$ cat src/rtl/multi_channel_word_store.sv
// rtl/multi_channel_word_store.sv - serial word capture into a per-channel bank with registered display readout
// Frames are shifted in, committed to bank[queue0], and any channel can be shown on the display port.

module multi_channel_word_store #(
  parameter int WORD_W    = 12,
  parameter int NUM_CH    = 8,
  parameter int CH_W      = 3,
  parameter int MSB_FIRST = 0
) (
  input  logic              ten_MHz_synch_in,
  input  logic              reset_in,
  input  logic              data_ctrl_in,
  input  logic              serial_in,
  input  logic [CH_W-1:0]   queue0,
  input  logic              safe_switch,
  input  logic [CH_W-1:0]   display_sel,
  input  logic              displaying_trigger_in,
  output logic [WORD_W-1:0] Hex_display_no,
  output logic              display_valid,
  output logic [NUM_CH-1:0] ch_valid,
  output logic              word_done,
  output logic              frame_err,
  output logic              busy
);

  localparam int CNT_W = $clog2(WORD_W + 1);

  typedef enum logic [1:0] {IDLE, SHIFT, COMMIT, WAIT_END} state_t;

  state_t            state_q, state_d;
  logic [CNT_W-1:0]  cnt_q, cnt_d;
  logic [CH_W-1:0]   ch_q, ch_d;
  logic [WORD_W-1:0] sh_q, sh_d, sh_next;
  logic [WORD_W-1:0] bank_q [NUM_CH];
  logic [WORD_W-1:0] bank_d [NUM_CH];
  logic [NUM_CH-1:0] vld_q, vld_d;
  logic              wd_q, wd_d;
  logic              fe_q, fe_d;
  logic [WORD_W-1:0] disp_q, disp_d;
  logic              dvld_q, dvld_d;
  logic              ch_ok, sel_ok;

  assign ch_ok  = int'(ch_q) < NUM_CH;
  assign sel_ok = int'(display_sel) < NUM_CH;

  // After WORD_W shifts the first serial bit lands at bit 0 (LSB-first) or bit WORD_W-1.
  always_comb begin
    sh_next = '0;
    if (MSB_FIRST != 0) sh_next = {sh_q[WORD_W-2:0], serial_in};
    else                sh_next = {serial_in, sh_q[WORD_W-1:1]};
  end

  always_comb begin
    state_d = state_q;
    cnt_d   = cnt_q;
    ch_d    = ch_q;
    sh_d    = sh_q;
    bank_d  = bank_q;
    vld_d   = vld_q;
    wd_d    = 1'b0;
    fe_d    = 1'b0;
    case (state_q)
      IDLE: begin
        if (data_ctrl_in) begin
          if (safe_switch) begin
            state_d = WAIT_END;
          end else begin
            state_d = SHIFT;
            sh_d    = sh_next;
            ch_d    = queue0;
            cnt_d   = CNT_W'(1);
          end
        end
      end
      SHIFT: begin
        if (safe_switch) begin
          fe_d    = 1'b1;
          state_d = data_ctrl_in ? WAIT_END : IDLE;
        end else if (data_ctrl_in) begin
          sh_d  = sh_next;
          cnt_d = cnt_q + CNT_W'(1);
          if (cnt_q == CNT_W'(WORD_W - 1)) state_d = COMMIT;
        end else begin
          fe_d    = 1'b1;
          state_d = IDLE;
        end
      end
      COMMIT: begin
        state_d = data_ctrl_in ? WAIT_END : IDLE;
        // A lock raised during the commit cycle still blocks the write.
        if (ch_ok && !safe_switch) begin
          bank_d[ch_q] = sh_q;
          vld_d[ch_q]  = 1'b1;
          wd_d         = 1'b1;
        end else begin
          fe_d = 1'b1;
        end
      end
      WAIT_END: begin
        if (!data_ctrl_in) state_d = IDLE;
      end
      default: state_d = IDLE;
    endcase
  end

  // Display reads the pre-write bank, so a same-edge write shows up one load later.
  always_comb begin
    disp_d = disp_q;
    dvld_d = dvld_q;
    if (!displaying_trigger_in) begin
      if (sel_ok) begin
        disp_d = bank_q[display_sel];
        dvld_d = vld_q[display_sel];
      end else begin
        disp_d = '0;
        dvld_d = 1'b0;
      end
    end
  end

  always_ff @(posedge ten_MHz_synch_in or posedge reset_in) begin
    if (reset_in) begin
      state_q <= IDLE;
      cnt_q   <= '0;
      ch_q    <= '0;
      sh_q    <= '0;
      for (int i = 0; i < NUM_CH; i++) bank_q[i] <= '0;
      vld_q   <= '0;
      wd_q    <= 1'b0;
      fe_q    <= 1'b0;
      disp_q  <= '0;
      dvld_q  <= 1'b0;
    end else begin
      state_q <= state_d;
      cnt_q   <= cnt_d;
      ch_q    <= ch_d;
      sh_q    <= sh_d;
      bank_q  <= bank_d;
      vld_q   <= vld_d;
      wd_q    <= wd_d;
      fe_q    <= fe_d;
      disp_q  <= disp_d;
      dvld_q  <= dvld_d;
    end
  end

  assign Hex_display_no = disp_q;
  assign display_valid  = dvld_q;
  assign ch_valid       = vld_q;
  assign word_done      = wd_q;
  assign frame_err      = fe_q;
  assign busy           = (state_q != IDLE);

endmodule

$ cat config.mk
export PLATFORM = sky130hd
export DESIGN_NAME = multi_channel_word_store
export DESIGN_NICKNAME = d
export VERILOG_FILES = /design/src/rtl/multi_channel_word_store.sv
export SDC_FILE = /design/constraint.sdc
export NUM_CORES = 1
export LEC_CHECK = 0
export ABC_AREA = 1
export BUFFER_PORTS_ARGS = -buffer_cell sky130_fd_sc_hd__buf_2
export CORE_MARGIN = 2
export CORE_UTILIZATION = 55
export DETAILED_ROUTE_END_ITERATION = 12
export GPL_ROUTABILITY_DRIVEN = 0
export PLACE_DENSITY = 0.76
export SLEW_MARGIN = 0
export SYNTH_ARGS = -nofsm -noshare
export SYNTH_HDL_FRONTEND = slang
export SYNTH_SLANG_ARGS = --single-unit
$ cat constraint.sdc
create_clock -name ten_MHz_synch_in -period 4.19 [get_ports ten_MHz_synch_in]
set_input_delay 0.6285 -clock ten_MHz_synch_in [delete_from_list [all_inputs] [get_ports ten_MHz_synch_in]]
set_output_delay 0.6285 -clock ten_MHz_synch_in [all_outputs]
set_load 0.01 [all_outputs]
Word level (Yosys, flattened, before mapping)
Cells that the tools add are included.

Register bits after elaboration: 140. Input bits: 12. Output and inout port bits: 24. Logic and storage cells: 81.

Add/subtract/negate cells: 1. Order comparisons: 6. Eq/ne operators: 10. Multiplexer cells: 34. Bitwise logic cells: 4. Reduce and logical (&&, ||, !) cells: 9.

Operators with widths (number): 96-bit bitwise mux (1); 12-bit two-way mux (7); 12-bit binary-select mux with 3-bit select (1); 12-bit demux with 3-bit select (1); 12-bit case mux with 2 select lines (1); 4-bit two-way mux (4); 2-bit two-way mux (7); 2-bit inequality test (second input constant) (5); 4-bit greater-or-equal comparator (second input constant) (2); 3-bit by 4-bit less-than comparator with 1-bit output (second input constant) (2); 3-bit NOT with 4-bit output (2); 8-bit OR (1); 2-bit case mux with 4 select lines (1); 4-bit case mux with 2 select lines (1); 1-bit two-way mux (7); 3-bit AND reduction (2); 5-bit AND reduction (1); 4-bit by 1-bit adder with 4-bit output (second input constant) (1); 2-bit == test (second input constant) (2); 4-bit == test (second input constant) (1); 4-bit by 1-bit less-than comparator with 1-bit output (second input constant) (1); 4-bit inequality test (second input constant) (1); 2-bit nonzero test (2); 1-bit binary-select mux with 3-bit select (1); 8 further kinds (9).

Depth between registers and ports, before layout
Depth in word-level cells: 6. Mapped depth: 10. Gate-level depth less buffers: 9.

Least setup slack after synthesis
No wires, ideal clock.

Kind: register to register. Start: reg state_q[0]. End: reg bank_q[24] in the netlist's numbering. Setup time: 0.121 ns. Data arrival time: 1.382 ns. Required time: 4.069 ns. Setup slack: 2.687 ns. Stages on the path, launching flop included: 9. Path buffers: 1. Clock period less this slack: 1.503 ns. Path through: dfrtp_1 > inv_1 > ha_1 > nand2_2 > inv_2 > nand2_4 > nor3_4 > buf_2 > o21ai_1.

Longest elaborated chain between the ends: 2.

RTL lines: start: declaration (RTL line 30) `state_t state_q, state_d;`; start signal: assignment (RTL line 134) `state_q <= state_d;`; 2-bit == test (RTL line 62) `case (state_q)`; 2-bit AND reduction (no line); end signal: assignment (RTL line 138) `bank_q <= bank_d;`; end: declaration (RTL line 34) `logic [WORD_W-1:0] bank_q [NUM_CH];`.

Every way passes these cells. A chain may end at the register's enable or synchronous reset.

Worst setup path after layout
Start: in display_sel[1]. End: reg disp_q[0] (netlist: Hex_display_no[0]).

Longest elaborated chain between the ends: 4.

RTL lines: start: declaration (RTL line 16) `input logic [CH_W-1:0] display_sel,`; 3-bit NOT with 4-bit output (not written as such) (RTL line 112) `disp_d = bank_q[display_sel];`; 12-bit binary-select mux with 3-bit select (RTL line 112); 12-bit two-way mux (not written as such) (2 in a row) (RTL line 112); end signal: assignment (RTL line 142) `disp_q <= disp_d;`; end: declaration (RTL line 39) `logic [WORD_W-1:0] disp_q, disp_d;`.

Every way passes these cells. The select of a mux whose other input is x is not followed.

==> impl_metrics.toml <==
[job]
max_cap_violations = 0

[critical_path]
crit_path_cell_trace = "buf_2 -> clkinv_1 -> nand3_1 -> nand3_1 -> nand3_1 -> nand2_1"
critical_path.max_fanout = 35
timing.critical_path.slowest_stage_cell = "clkinv_1"
worstPathArrival_ps = 2670
crit_required_ps = 4490
timing.setup.critical_path_class = "in2reg"
crit_path_frequent_cell = "nand3_1"
r2r_setup_slack_ps = 1910
start_kind = "input pin"
setup.worst_path.end_class = "register"
slowest_delay_ps = 940

[global_routing]
grt_pass1_wl_mm = 26.1
groute.usage.overall = 0.265
grt_antenna_before_repair = 0
grt_pass1_vias = 5412
pin_count_of_the_biggest_net_entering_global_routing = 141
residual_overflow_from_global_routing = 0

[synth]
yosys.area.top_type_share = 0.541
synth_enable_flop_cells = 0
synthArstFlopShare = 1.00
syn_nets = 831
synth.distinct_cells = 24
ys_top_cells_by_area = "dfrtp_1 (54%), nand2_1 (15%), nand3_1 (6.6%)"
synth.ff_latch_count = 140
synth_top_cell_by_area = "dfrtp_1"
yosys.cell_count.top_type = "nand2_1"
netlist_instances = 813
netlist_area_um2 = 6480
synthTopCellsByCount = "nand2_1 (257), dfrtp_1 (140), inv_1 (114), nand3_1 (86), o21ai_0 (83)"
synthesis.area_per_instance_um2 = 7.97
yosys_warnings = 0
synth_seq_area_share = 0.541
leading_register_cell_type_out_of_synthesis = "dfrtp_1"

[sta]
finalSetupViolations = 0
timing.final.ws_setup_ps = 1820
relSlewSlack = 0.247
final.period_utilization = 0.565
skew_ps = 5.26
achievable-frequency_mhz = 423
timing.final.hold_violations = 0
finalSetupTns_ps = 0
final_max_slew_viol_count = 0
worst_pin_slew_ps = 1130
final_period_minus_worst_setup_slack_ps = 2370
grt_setup_unrepaired = "no"

[power]
leakagePower_nw = 3.63
power.density_cell_area_nw_per_um2 = 683
ir_drop_worst_vdd_uv = 499

[finish]
area.sequential_um2 = 3500
fillers = 954
final_nets = 848
area.growth.synth_to_final_pct = 13.4
drive_above_1_share = 0.107
multi_input_comb_area_um2 = 2340
antenna_diodes = 0

[clock_tree]
post_cts_hold_buffer_count = 0
clkLatencyLatePin_ps = 420
clock_tree_from_tritoncts = "built"
postCtsSetupRepairBufs = 0
htree_num_levels = 4
number_of_sinks_handled_by_clock_tree_synthesis = 140
clock_tree.root_cell = "clkbuf_16"
clk_pin_slew_worst_paths_ps = 60
clock_tree.buffer_depth = 2
postCtsResizedCells = 0
cts_inserted_buffers = 17

[outcome]
outcome = "finished, final reports clean"

[die]
overall_die_area_um2 = 12700
floorplan.initialDensity = 0.565
die_width_um = 113
floorplan.rows = 39
fp.dieH_um = 113
core_um2 = 11500
design.portCount = 36

[route]
detailroute.via_count = 5341
ant_nets = 0
detail_route.wl_per_cell_um = 15.9
drt_pre_antenna_iters = 5
drt_total_wl_mm = 15.7
first_iter_violations = 490
detail_route.drc_violations = 0
detail_route.vias_per_cell = 5.42

[placement]
dp_slack_ps = 1500
dp.final_hpwl_mm = 9.33
placement.io_buffers = 35

[worst_hold_path]
hold_class = "in2async"
## critical path: cells and delay by family
family,cells,cell delay [ps]
buffers and inverters,2,1280
AND/OR/NAND/NOR,4,730
## power breakdown
| part | internal, W | switching [W] |
|---|---|---|
| Clock | 0.00113 | 0.000558 |
| Combinational | 0.000418 | 0.000772 |
| Sequential | 0.00184 | 0.000305 |
## area by class of cell
type,instances,area share
Clock buffer,19,0.0603
Clock inverter,12,0.0298
Inverter,119,0.0614
Multi-Input combinational cell,514,0.318
Sequential cell,140,0.477
Tap cell,143,0.0244
Timing Repair Buffer,38,0.0286
## metal layers
layer  vias to the layer above  GRT usage  wire length (um)
li1                       2558          -                 -
met1                      2540      0.354              6930
met2                       210      0.422              7310
met3                        33     0.0724              1140
met4                         0     0.0902               290
met5                         -          0                 0
## flip-flops by register name (all words and copies together) (netlist names), 2 cells and up
signal          count
state_q             2
Hex_display_no     12
ch_q                3
cnt_q               4
sh_q               12
bank_q             96
ch_valid            8
## final timing paths
| check | endpoint | from | cells past startpoint |
|---|---|---|---|
| min reg2reg | ch_valid[6]$_DFFE_PP0P_ | ch_valid[6]$_DFFE_PP0P_ | 2 |
| max | Hex_display_no[0]$_DFFE_PP0N_ | display_sel[1] | 6 |
| min in group ten_MHz_synch_in | sh_q[11]$_DFFE_PP0P_ | serial_in | 3 |
| max in group asynchronous | bank_q[56]$_DFFE_PP0P_ | reset_in | 3 |
| max reg2reg | sh_q[4]$_DFFE_PP0P_ | state_q[1]$_DFFE_PP0P_ | 8 |
| min | bank_q[55]$_DFFE_PP0P_ | reset_in | 3 |
## kinds of logic (layout without fill, tap and decap cells)
logic type | after synthesis | after routing | synth area share
AOI/OAI and AO/OA | 119 | 119 | 0.0920
adders and majority gates | 6 | 6 | 0.0116
buffers and inverters | 159 | 188 | 0.0983
DFF | 140 | 140 | 0.541
muxes | 3 | 3 | 0.00522
and+or+nand+nor | 386 | 386 | 0.252
## placed cells by master, fill, tap and decap left out
cell / n
or2_2: 5
nand3b_1: 1
nor3_4: 1
nand2_1: 257
buf_4: 2
ha_1: 6
o21ai_0: 83
inv_1: 113
nor2_4: 2
clkinv_2: 3
clkinvlp_4: 3
inv_2: 4
nor2_1: 28
buf_12: 1
bufinv_16: 6
mux2_2: 3
nand2_2: 2
clkbuf_16: 17
o21ai_1: 31
nand2_4: 1
a21oi_1: 5
dfrtp_1: 140
nand3_1: 86
clkbuf_1: 1
clkinv_4: 1
nand3_2: 3
clkinv_1: 1
clkbuf_8: 1
buf_2: 35
## metrics by stage
step                total power (W)  hold WS (ps)   util  instances  instance area, um^2
floorplan                   0.00298           446      -        813                 6480
global placement            0.00323           458  0.582        954                 6680
detailed placement          0.00332           465  0.582        954                 6680
CTS                         0.00503           425  0.640        985                 7340
global route                0.00536           426  0.640        985                 7340
finish                      0.00502           369  0.640        985                 7340
(Power assumes the default switching activity.)
